===== src/rtl/loader_sb_sequencer.sv =====
// ---------------------------------------------------------------------------
// loader_sb_sequencer
//   Walks the strobe-group loader address space element by element
//   (UMSB, DMSBL1, DMSBL2) and, for every word, handshakes one data word
//   from the source and issues one SELECT strobe with ADDRESS held stable
//   one cycle before and one cycle after the strobe.
//
// Ports
//   CLK         in   single clock, rising edge
//   RESET       in   asynchronous active-low reset
//   START       in   load-sequence request, honoured only in IDLE
//   ABORT       in   synchronous cancel, highest priority
//   DATA_VALID  in   source has the next word available
//   DATA_READY  out  sequencer accepts a word this cycle (WAIT_DATA)
//   SELECT      out  loader select strobe (STROBE)
//   ADDRESS     out  {element, offset}
//   BUSY        out  high in every state except IDLE
//   DONE        out  one-cycle completion pulse (FINISH)
// ---------------------------------------------------------------------------
module loader_sb_sequencer #(
    parameter int ADDRESS_SIZE = 9,
    parameter int NB_ELEMENTS  = 3,
    parameter int WORDS_UMSB   = 4,
    parameter int WORDS_DMSBL1 = 16,
    parameter int WORDS_DMSBL2 = 30
) (
    input  logic                    CLK,
    input  logic                    RESET,
    input  logic                    START,
    input  logic                    ABORT,
    input  logic                    DATA_VALID,
    output logic                    DATA_READY,
    output logic                    SELECT,
    output logic [ADDRESS_SIZE-1:0] ADDRESS,
    output logic                    BUSY,
    output logic                    DONE
);

    localparam int EB = $clog2(NB_ELEMENTS);
    localparam int OB = ADDRESS_SIZE - EB;
    localparam int CW = OB + 1;   // word counts go up to 2^OB inclusive

    typedef enum logic [2:0] {
        S_IDLE      = 3'd0,
        S_WAIT_DATA = 3'd1,
        S_STROBE    = 3'd2,
        S_HOLD      = 3'd3,
        S_FINISH    = 3'd4
    } state_e;

    // Word count of one element; anything beyond the three groups is empty.
    function automatic logic [CW-1:0] words_of(input int e);
        logic [CW-1:0] w;
        case (e)
            32'sd0:  w = CW'(WORDS_UMSB);
            32'sd1:  w = CW'(WORDS_DMSBL1);
            32'sd2:  w = CW'(WORDS_DMSBL2);
            default: w = '0;
        endcase
        return w;
    endfunction

    // Lowest element index >= from with a nonzero word count.
    // Result is {found, index}; scanning downwards lets the lowest hit win.
    function automatic logic [EB:0] next_elem(input int from);
        logic [EB:0] r;
        r = '0;
        for (int i = NB_ELEMENTS - 1; i >= 0; i--) begin
            if ((i >= from) && (words_of(i) != '0)) begin
                r = {1'b1, EB'(i)};
            end else begin
                r = r;
            end
        end
        return r;
    endfunction

    state_e         state_q, state_d;
    logic [EB-1:0]  elem_q,  elem_d;
    logic [OB-1:0]  off_q,   off_d;
    logic           rdy_q,   rdy_d;
    logic           sel_q,   sel_d;
    logic           busy_q,  busy_d;
    logic           done_q,  done_d;
    logic [EB:0]    nxt_s;

    // Next-state, address walk and next-output decode.
    always_comb begin
        state_d = state_q;
        elem_d  = elem_q;
        off_d   = off_q;
        nxt_s   = '0;
        case (state_q)
            S_IDLE: begin
                if (START) begin
                    nxt_s = next_elem(32'sd0);
                    if (nxt_s[EB]) begin
                        state_d = S_WAIT_DATA;
                        elem_d  = nxt_s[EB-1:0];
                        off_d   = '0;
                    end else begin
                        state_d = S_FINISH;
                    end
                end else begin
                    state_d = S_IDLE;
                end
            end
            S_WAIT_DATA: begin
                if (DATA_VALID) begin
                    state_d = S_STROBE;
                end else begin
                    state_d = S_WAIT_DATA;
                end
            end
            S_STROBE: begin
                state_d = S_HOLD;
            end
            S_HOLD: begin
                if (({1'b0, off_q} + CW'(32'd1)) < words_of(int'(elem_q))) begin
                    state_d = S_WAIT_DATA;
                    off_d   = off_q + OB'(32'd1);
                end else begin
                    nxt_s = next_elem(int'(elem_q) + 32'sd1);
                    if (nxt_s[EB]) begin
                        state_d = S_WAIT_DATA;
                        elem_d  = nxt_s[EB-1:0];
                        off_d   = '0;
                    end else begin
                        state_d = S_FINISH;
                        elem_d  = '0;
                        off_d   = '0;
                    end
                end
            end
            S_FINISH: begin
                state_d = S_IDLE;
            end
            default: begin
                state_d = S_IDLE;
                elem_d  = '0;
                off_d   = '0;
            end
        endcase

        // Cancel overrides every transition, including START in IDLE.
        if (ABORT) begin
            state_d = S_IDLE;
            elem_d  = '0;
            off_d   = '0;
        end else begin
            state_d = state_d;
        end

        rdy_d  = (state_d == S_WAIT_DATA);
        sel_d  = (state_d == S_STROBE);
        busy_d = (state_d != S_IDLE);
        done_d = (state_d == S_FINISH);
    end

    // State, address and output registers with asynchronous clear.
    always_ff @(posedge CLK or negedge RESET) begin
        if (!RESET) begin
            state_q <= S_IDLE;
            elem_q  <= '0;
            off_q   <= '0;
            rdy_q   <= 1'b0;
            sel_q   <= 1'b0;
            busy_q  <= 1'b0;
            done_q  <= 1'b0;
        end else begin
            state_q <= state_d;
            elem_q  <= elem_d;
            off_q   <= off_d;
            rdy_q   <= rdy_d;
            sel_q   <= sel_d;
            busy_q  <= busy_d;
            done_q  <= done_d;
        end
    end

    assign DATA_READY = rdy_q;
    assign SELECT     = sel_q;
    assign ADDRESS    = {elem_q, off_q};
    assign BUSY       = busy_q;
    assign DONE       = done_q;

endmodule


===== config.mk =====
export PLATFORM = sky130hd
export DESIGN_NAME = loader_sb_sequencer
export DESIGN_NICKNAME = d
export VERILOG_FILES = /design/src/rtl/loader_sb_sequencer.sv
export SDC_FILE = /design/constraint.sdc
export NUM_CORES = 1
export LEC_CHECK = 0
export ABC_CLOCK_PERIOD_IN_PS = 6900
export CAP_MARGIN = 20
export CORE_MARGIN = 1
export CORE_UTILIZATION = 45
export CTS_BUF_LIST = sky130_fd_sc_hd__clkbuf_4 sky130_fd_sc_hd__clkbuf_8
export CTS_CLUSTER_DIAMETER = 60
export DETAILED_ROUTE_END_ITERATION = 8
export DONT_BUFFER_PORTS = 1
export PLACE_DENSITY = 0.67
export SYNTH_ARGS = -nofsm -noshare
export SYNTH_HDL_FRONTEND = slang
export SYNTH_SLANG_ARGS = --single-unit

===== constraint.sdc =====
create_clock -name CLK -period 6.9 [get_ports CLK]
set_input_delay 0.345 -clock CLK [delete_from_list [all_inputs] [get_ports CLK]]
set_output_delay 0.345 -clock CLK [all_outputs]
set_load 0.005 [all_outputs]

After elaboration in Yosys (flattened, before gate mapping)
Index checks and enable logic that the tools add are counted.

word-level totals
  bits in registers = 16
  bits of input ports = 5
  output and inout port bits = 13
  logic and storage cells = 66

operators by class
  add/subtract/negate cells = 3
  magnitude comparators = 4
  equal/unequal tests = 12
  multiplexer cells = 28
  reduce and logical (&&, ||, !) cells = 12

operator list
  kind                                                 count
  2-to-1 mux 8 bit                                     7
  2-to-1 mux 3 bit                                     8
  nonzero test 8 bit                                   3
  2-to-1 mux 7 bit                                     3
  case mux 7 bit (3 select lines)                      1
  case mux 5 bit (3 select lines)                      1
  case mux 3 bit (4 select lines)                      1
  2-to-1 mux 2 bit                                     5
  equality test 3 x 2 -> 1 bit, second input constant  3
  adder 7 x 1 -> 8 bit, second input constant          1
  less-than comparator 8 bit                           1
  adder 7 x 1 -> 7 bit, second input constant          1
  equality test 3 x 1 -> 1 bit, second input constant  2
  equality test 3 bit, second input constant           2
  >= comparator 1 x 3 -> 1 bit, first input constant   2
  inequality test 3 bit, second input constant         2
  case mux 2 bit (3 select lines)                      1
  adder 2 x 1 -> 3 bit, second input constant          1
  >= comparator 2 x 3 -> 1 bit, first input constant   1
  logical AND 1 bit                                    3
  logical NOT 3 bit                                    1
  AND reduction 3 bit                                  1
  nonzero test 3 bit                                   1
  OR reduction 3 bit                                   1
  other kinds (6)                                      6

Depth between registers and ports, before layout
Gate-level depths: netlist (run 1).

  depth in word-level cells = 18
  mapped depth = 10
  mapped depth without buffers = 10

Least setup slack after synthesis (run 1)
Ideal clock, no wire load.

  kind = reg2reg
  from = register off_q[0]
  to = register elem_q[0]
  library setup time = 0.121 ns
  arrival time = 2.175 ns
  data required time = 6.779 ns
  slack = 4.604 ns
  cell stages (with the launch flop) = 11
  buffers on the path = 0
  period minus slack after synthesis = 2.296 ns
  cells stage by stage = dfrtp_1 > ha_1 > nand3_1 > or2_2 > nand2_1 > ha_1 > or4_4 > a21oi_4 > o22a_2 > nor2_1 > a22o_1

on the way
  word-level cells in the longest chain between the ends = 4

RTL lines
  what                             RTL line  source
  start: declaration               80        logic [OB-1:0] off_q, off_d;
  start signal: assignment         165       off_q <= '0;
  start signal: assignment         173       off_q <= off_d;
  adder 7 x 1 -> 8 bit             119       if (({1'b0, off_q} + CW'(32'd1)) < words_of(int'(elem_q))) begin
  less-than comparator 8 bit       119
  inequality test 3 bit (no line)  -
  AND reduction 3 bit (no line)    -
  end signal: assignment           172       elem_q <= elem_d;
  end: declaration                 79        logic [EB-1:0] elem_q, elem_d;

Every way passes these cells.
A chain may end at the register's enable or synchronous reset.

Final worst setup path (run 1)
  from = register elem_q[0]
  to = register elem_q[1]

on the way
  word-level cells in the longest chain between the ends = 12
  elaborated cells on any way between the ends = 24
  those cells by class = add/sub: 1; order compare: 4; eq/ne: 3; mux: 11; reduce/logical: 5

RTL lines
  what                             RTL line  source
  adder 2 x 1 -> 3 bit             123       nxt_s = next_elem(int'(elem_q) + 32'sd1);
  >= comparator 2 x 3 -> 1 bit     69        if ((i >= from) && (words_of(i) != '0)) begin
  logical AND 1 bit                69
  2-to-1 mux 3 bit (3 in series)   69
  2-to-1 mux 3 bit                 119
  2-to-1 mux 3 bit                 93        case (state_q)
  2-to-1 mux 2 bit                 124       if (nxt_s[EB]) begin
  2-to-1 mux 2 bit                 119
  case mux 2 bit (3 select lines)  93
  2-to-1 mux 2 bit                 146       if (ABORT) begin

Several ways; a longest one is shown, not always the timed one. The select of a mux whose other input is x is not followed.

==> results of run 1 <==
cell type report:
| cell class | count | share of cell area, % |
|---|---|---|
| timing repair buffer | 1 | 0.966 |
| multi-input combinational | 67 | 50.6 |
| clock buffer | 4 | 3.50 |
| tap | 27 | 3.26 |
| inverter | 7 | 3.02 |
| sequential | 16 | 38.6 |
registers in the layout, summed over array words and instances, names as in the netlist:
| name | flops |
|---|---|
| BUSY | 1 |
| state_q | 3 |
| DATA_READY | 1 |
| elem_q | 2 |
| DONE | 1 |
| off_q | 7 |
| SELECT | 1 |
worst register-to-register path, delay by kind of cell (launching register included):
kind / cells / cell delay, ns
AO/OA/AOI/OAI: 3 / 0.57
adder cells (fa/ha/maj): 2 / 0.51
buffers and inverters: 2 / 0.21
flip-flops: 1 / 0.52
AND/OR/NAND/NOR: 2 / 0.56
kinds of logic after synthesis:
logic type,share of synthesized area (%)
and+or+nand+nor,18.2
AOI/OAI and AO/OA,18.5
DFF,41.4
adders and majority gates,15.5
buffers and inverters,4.40
xor gates and xnor gates,0.906
muxes,1.03
cells in the final DEF (no fill, tap or decap), types with 4 or more instances in the layout:
cell,instances
ha_1,12
dfrtp_1,16
nor3_1,4
inv_1,6
nand2_1,9
power groups by stage:
stage,combinational (mW),sequential (mW),clock (mW)
global placement,0.0102,0.102,0
finish,0.0122,0.100,0.0634
CTS,0.0125,0.100,0.0653
floorplan,0.00985,0.101,0
detailed placement,0.0103,0.102,0
global route,0.0142,0.100,0.0677
per-stage QoR:
| step | power, mW | cells | hold slack, ns | utilization, % |
|---|---|---|---|---|
| 3_3_place_gp | 0.112 | 117 | 0.0497 | 49.9 |
| 2_1_floorplan | 0.111 | 91 | 0.0494 | - |
| 3_5_place_dp | 0.112 | 117 | 0.0497 | 49.9 |
| 5_1_grt | 0.182 | 122 | 0.304 | 52.3 |
| 6_report | 0.176 | 122 | 0.277 | 52.3 |
| 4_1_cts | 0.178 | 122 | 0.276 | 52.3 |
metal layers:
metal,vias to the layer above,part of all wire [%]
li1,334,-
met1,318,46
met2,19,48
met3,2,5.2
met4,0,1.0
met5,-,0
repair_timing:
action                    4_1_cts  5_1_grt
hold endpoints to repair       16        0
hold buffers                    1        0
gates resized for setup         0        0
buffers inserted                0        0
final timing paths:
kind	startpoint	to	slack (ns)
max	elem_q[0]	elem_q[1]	4.43
min	ABORT	SELECT	0.28
max reg2reg	elem_q[0]	elem_q[1]	4.43
min reg2reg	off_q[0]	off_q[0]	0.58
max in group asynchronous	RESET	DATA_READY	5.90
min in group asynchronous	RESET	off_q[0]	0.54
==> flow_summary.ini, run 1 <==
[run_status]
status = complete, no violations

[setup_path]
cp.depth = 9
endpoint_kind = register
critPathKind = reg2reg
critical_path_arrival_ns = 2.66
start_kind = register
rr_worst_depth = 9
crit_slowest_cell = dfrtp_1
crit_family = compound AO/OA/AOI/OAI gates
cp_data_required_time_ns = 7.09
critPathBufInv = 2
path_cells = inv_1 -> ha_1 -> inv_1 -> ha_1 -> or4_4 -> a21oi_4 -> o22a_2 -> nor2_1 -> a22o_1
crit_fanout = 8
slowest_delay_ns = 0.52

[power_and_ir_drop]
switching_share_pct = 23.8
switchingPower_mw = 0.0418
p_int_mw = 0.134
leakagePower_nw = 0.491
peakVddDrop_mv = 0.104
powerDensity_nw_per_um2 = 170
seqPwrFrac_pct = 56.9
combPwrFrac_pct = 7.0
clkPwrFrac_pct = 36.1

[logic_synthesis]
synth_common_cells = dfrtp_1, ha_1, nand2_1
syn_nets = 108
netlist_area_um2 = 967
synth.distinct_cells = 34
synthTopCellsByArea = dfrtp_1, ha_1, nand2_1
synth_edf_count = 0
synth_warnings = 0
synthCells = 91
postSynthAreaPerCell_um2 = 10.6
yosysMostFrequentCell = dfrtp_1
yosys_most_used_dff = dfrtp_1
post-synth-top-area-fraction_pct = 41.4
ys_seq_area_share_pct = 41.4
synth_seq_cells = 16
synth_top_area_cell = dfrtp_1
synthArstFlopShare_pct = 100

[timing]
drv_slew = 0
setup_violations = 0
worst_slew_pin_slew_ns = 0.729
fin_skew_ns = 0.00244
hold_viol = 0
period_minus_slack_ns = 2.47
setup_slack_ns = 4.43
fin_setup_tns_ns = 0
post-route-period-util_pct = 35.8
rsz0062_at_grt = no
fmax_ghz = 0.404
maxSlewHeadroom_pct = 51.2

[routing]
wirelength_um = 1700
drt-wirelength-per-cell_um = 13.9
drc = 0
vias = 673
final_antenna_net_count = 0
via_per_inst = 5.52
first_pass_iters = 4
first_iter_violations = 8

[clocking]
clock_latency_ns = 0.29
cts_sinks = 16
cts.clk_slew.worst_paths_ns = 0.10
cts_tree = yes
htreeDepth = 1
cts_root_buffer = clkbuf_4
clockBufferDepth = 2
numCtsBuffers = 3

[global_route]
grt_use_met1_pct = 21.6
grt-busiest-layer = met2
antenna_found_initial = 0
gr-usage-met2_pct = 27.9
use_met3_pct = 4.72
grt_pass1_vias = 685
grt_max_degree = 17
grt_usage_pct = 17.0
grt_pass1_wl_um = 3060
gr-total-overflow = 0

[finish]
antenna-diode-count = 0
final_cell_area_um2 = 1040
multi_input_area_um2 = 524
n_fill_cell = 166
syn2layout_area_growth_pct = 7.11
area.sequential_um2 = 400
nNetsFinal = 113
drive_gt1_share_pct = 14.7

[die]
die_area_um2 = 2340
row_count = 16
io_pins = 18
die_height_um = 48.4
coreArea_um2 = 1980
dieWidth_um = 48.4
start_util_pct = 48.8

[placed_design]
io_buffers = 0
gp_congestion = 0.867
dp_hpwl_um = 1310
dpl_cell_area_um2 = 990
pre_cts_ws_ns = 4.44

[run]
drv_cap = 0

[hold_path]
min_path_cells = 3
hp-class = in2reg
Note: power is estimated with default switching activity, not from simulation.
==> run 2, diff against run 1 <==
- ABC_CLOCK_PERIOD_IN_PS: 6900 -> 2600
- clock period: 6.9 -> 2.6 ns (I/O delays scaled with it)
==> flow_summary.ini, run 2 (synthesis gave the netlist of run 1 again) <==
[finish]
final_cells = 124
antenna-diode-count = 0
top_register = off_q
multi_input_area_um2 = 524
largest_reg_flops = 7
top_regs = off_q x7, state_q x3, elem_q x2
nNetsFinal = 115
final_cell_mix = dfrtp_1, ha_1, nand2_1
syn2layout_area_growth_pct = 8.80
final_common_cell = dfrtp_1
drive_gt1_share_pct = 17.5
area.sequential_um2 = 402
finalCoreUtilization_pct = 53.1
n_fill_cell = 173

[clocking]
clockBufferDepth = 2
cts.clk_slew.worst_paths_ns = 0.10
cts_sinks = 16
htreeDepth = 1
clock_latency_ns = 0.29
cts_tree = yes
cts_root_buffer = clkbuf_4
numCtsBuffers = 3

[setup_path]
crit_fanout = 8
critical_path_arrival_ns = 2.66
path_cells = inv_1 -> ha_1 -> o21ai_0 -> ha_1 -> or4_4 -> a21oi_4 -> o22a_2 -> nor2_1 -> a22o_1
start_kind = register
critPathKind = reg2reg
critPathBufInv = 1
cp_data_required_time_ns = 2.78
cp_common_cell = ha_1
slowest_delay_ns = 0.54
crit_family = compound AO/OA/AOI/OAI gates
endpoint_kind = register
crit_slowest_cell = or4_4

[power_and_ir_drop]
peakVddDrop_mv = 0.389
leakagePower_nw = 0.498
powerDensity_nw_per_um2 = 440

[global_route]
gr-usage-met2_pct = 31.0
grt_max_degree = 17
grt-busiest-layer = met2
grt_pass1_wl_um = 3240
grt_usage_pct = 18.2
grt_use_met1_pct = 21.6
grt_pass1_vias = 735
gr-total-overflow = 0
use_met3_pct = 3.77
antenna_found_initial = 0

[hold_path]
hp-class = in2reg

[routing]
vias = 688
via_per_inst = 5.55
wirelength_um = 1830
drc = 0
first_iter_violations = 12
final_antenna_net_count = 0
first_pass_iters = 4
drt-wirelength-per-cell_um = 14.8

[placed_design]
dp_hpwl_um = 1300
pre_cts_ws_ns = 0.143
io_buffers = 0
gp_congestion = 0.791
dp.cells = 117

[timing]
setup_violations = 0
post-route-period-util_pct = 95.1
hold_viol = 0
worst_slew_pin_slew_ns = 0.744
drv_slew = 0
fin_skew_ns = 0.00760
setup_slack_ns = 0.127
fin_setup_tns_ns = 0
maxSlewHeadroom_pct = 50.2
period_minus_slack_ns = 2.47
fmax_ghz = 0.404

[die]
row_count = 16
die_height_um = 48.4
coreArea_um2 = 1980
io_pins = 18
dieWidth_um = 48.4
start_util_pct = 48.8
die_area_um2 = 2340

[run_status]
status = complete, no violations

[run]
drv_cap = 0
## run 2: stage by stage
| step | power [mW] | cell area (µm²) | hold WS [ns] |
|---|---|---|---|
| after global placement | 0.297 | 990 | -0.165 |
| after CTS | 0.468 | 1040 | 0.0631 |
| after detailed placement | 0.297 | 990 | -0.165 |
| after global routing | 0.489 | 1050 | 0.0829 |
| after floorplan | 0.294 | 967 | -0.166 |
| final | 0.463 | 1050 | 0.0685 |
## run 2: final cells by class
cell class	instances	share of cell area, %
inverters	7	2.97
multi-input cells	67	49.8
clock buffers	4	3.45
repair buffers	3	2.38
flip-flops and latches	16	38.2
well taps	27	3.21
## run 2: what timing repair did
| action | in CTS | in global routing |
|---|---|---|
| hold endpoints to repair | 16 | 0 |
| hold buffers | 1 | 0 |
| resized for setup | 0 | 1 |
| setup endpoints to repair | 0 | 2 |
| setup buffers | 0 | 2 |
## run 2: worst paths after layout
check                                  to  startpoint  slack, ns  cells after the start
worst max-delay path            elem_q[0]   elem_q[0]       0.13                      9
worst min-delay path               SELECT       ABORT       0.07                      3
worst max register to register  elem_q[0]   elem_q[0]       0.13                      9
worst min register to register   off_q[0]    off_q[0]       0.51                      1
max in group asynchronous        off_q[0]       RESET       1.74                      1
min in group asynchronous        off_q[6]       RESET       0.34                      1
## run 2: report_power, final
part | internal, mW | leakage, nW | switching, mW | total (mW)
clock | 0.0852 | 0.0210 | 0.0799 | 0.165
sequential | 0.257 | 0.217 | 0.00761 | 0.265
combinational | 0.0128 | 0.260 | 0.0208 | 0.0336
total | 0.355 | 0.498 | 0.108 | 0.463
## run 2: tightest hold or removal path, cell delays in order
cell and delay [ns]:
nor2_1 0.04, nand2_1 0.10, nor2_1 0.05
## run 2: layer usage
layer | vias up | wire, µm
met4 | 0 | 38
met3 | 6 | 49
met2 | 17 | 932
met1 | 330 | 812
li1 | 335 | -
met5 | - | 0
==> run 3, diff against run 2 <==
- SETUP_SLACK_MARGIN: default -> 0.5
==> flow_summary.ini, run 3 (synthesis gave the netlist of run 1 again) <==
[global_route]
grt_pass1_wl_um = 2950
gr-total-overflow = 0
grt_max_degree = 17
grt_pass1_vias = 710
antenna_found_initial = 0
grt_usage_pct = 17.1

[clocking]
numCtsBuffers = 3
cts.clk_slew.worst_paths_ns = 0.10
htreeDepth = 1
clock_latency_ns = 0.28
cts_sinks = 16
clockBufferDepth = 2
cts_tree = yes
cts_root_buffer = clkbuf_4

[die]
io_pins = 18
row_count = 16
coreArea_um2 = 1980
die_area_um2 = 2340
dieWidth_um = 48.4
die_height_um = 48.4
start_util_pct = 48.8

[timing]
fin_skew_ns = 0.00533
rsz0062_at_grt = yes
maxSlewHeadroom_pct = 52.3
post-route-period-util_pct = 88.6
worst_slew_pin_slew_ns = 0.713
fin_setup_tns_ns = 0
setup_violations = 0
drv_slew = 0
fmax_ghz = 0.434
hold_viol = 0
period_minus_slack_ns = 2.30

[setup_path]
path_cells = ha_4 -> nand3_4 -> or2_4 -> nand2_4 -> ha_4 -> or4_4 -> a21oi_4 -> o22a_2 -> nor2_2 -> a22o_1
endpoint_kind = register
rr_endpoint = elem_q[0]
cp_common_cell = ha_4
critical_path_arrival_ns = 2.49
slowest_delay_ns = 0.49
rr_worst_depth = 10
critPathKind = reg2reg
start_kind = register
crit_slowest_cell = or4_4
cp-endpoint = elem_q[0]
startpoint = off_q[0]
cp_data_required_time_ns = 2.78
r2r_start = off_q[0]
crit_fanout = 5
rrSetupSlack_ns = 0.30

[finish]
area.sequential_um2 = 407
final_common_cell = dfrtp_1
largest_reg_flops = 7
top_regs = off_q x7, state_q x3, elem_q x2
syn2layout_area_growth_pct = 24.6
antenna-diode-count = 0
multi_input_area_um2 = 634
nNetsFinal = 120
final_cell_mix = dfrtp_1, ha_1, buf_4
n_fill_cell = 153
top_register = off_q
drive_gt1_share_pct = 43.1

[power_and_ir_drop]
switchingPower_mw = 0.111
clkPwrFrac_pct = 35.5
switching_share_pct = 23.8
combPwrFrac_pct = 7.7
p_int_mw = 0.357
peakVddDrop_mv = 0.333
p_total_mw = 0.468
powerDensity_nw_per_um2 = 388
seqPwrFrac_pct = 56.8
leakagePower_nw = 0.529

[placed_design]
io_buffers = 0
dp_hpwl_um = 1280
gp_congestion = 0.795

[routing]
drt-wirelength-per-cell_um = 15.1
via_per_inst = 5.60
final_antenna_net_count = 0
first_pass_iters = 4
drc = 0
first_iter_violations = 7
vias = 723
wirelength_um = 1950

[hold_path]
hp-class = in2reg

[run_status]
status = complete, no violations

[run]
drv_cap = 0
run 3: what timing repair did:
| action | CTS | global route |
|---|---|---|
| endpoints found under the hold margin | 16 | 0 |
| pin swaps | 9 | 2 |
| setup buffers | 4 | 3 |
| hold buffers | 1 | 0 |
| endpoints found under the setup margin | 13 | 13 |
| gates resized for setup | 9 | 13 |
run 3: stage by stage:
step	instances	util, %	area, µm²	hold WS (ns)	setup slack (ns)
3_5_place_dp	117	51.3	1020	-0.165	0.241
6_report	129	60.8	1200	0.0703	0.296
3_3_place_gp	117	51.3	1020	-0.165	0.254
2_1_floorplan	91	-	993	-0.166	0.393
4_1_cts	126	56.4	1120	0.0575	0.300
5_1_grt	129	60.8	1200	0.0930	0.231
run 3: how the worst min path moves through the flow:
stage / startpoint / endpoint / slack [ns] / depth (start not counted)
after CTS: ABORT / SELECT / 0.06 / 3
final: ABORT / SELECT / 0.07 / 3
after global routing: ABORT / SELECT / 0.09 / 3
after global placement: RESET / off_q[5] / -0.17 / 0
after floorplan: RESET / BUSY / -0.17 / 0
after detailed placement: RESET / off_q[2] / -0.17 / 0
run 3: critical path: cells and delay by family (launching register included):
kind                     cells  cell delay (ns)
AO/OA/AOI/OAI                3             0.56
adder cells (fa/ha/maj)      2             0.36
AND/OR/NAND/NOR              5             0.81
flip-flops                   1             0.47
run 3: power by group through the flow:
| stage | registers, mW | logic [mW] | clock network [mW] |
|---|---|---|---|
| after floorplan | 0.268 | 0.0264 | 0 |
| after global placement | 0.270 | 0.0277 | 0 |
| after detailed placement | 0.270 | 0.0278 | 0 |
| after CTS | 0.266 | 0.0346 | 0.170 |
| after global routing | 0.267 | 0.0418 | 0.176 |
| final | 0.266 | 0.0363 | 0.166 |
run 3: area by class of cell:
class	count	area share, %
Timing Repair Buffer	8	5.19
Multi-Input combinational cell	67	52.6
Clock buffer	4	3.01
Sequential cell	16	33.7
Inverter	7	2.60
Tap cell	27	2.80
run 3: metal layers:
layer / track usage (%) / routed length (µm)
met5: 0 / 0
met4: 10.3 / 17
met3: 4.40 / 69
met2: 29.8 / 1010
met1: 18.5 / 849
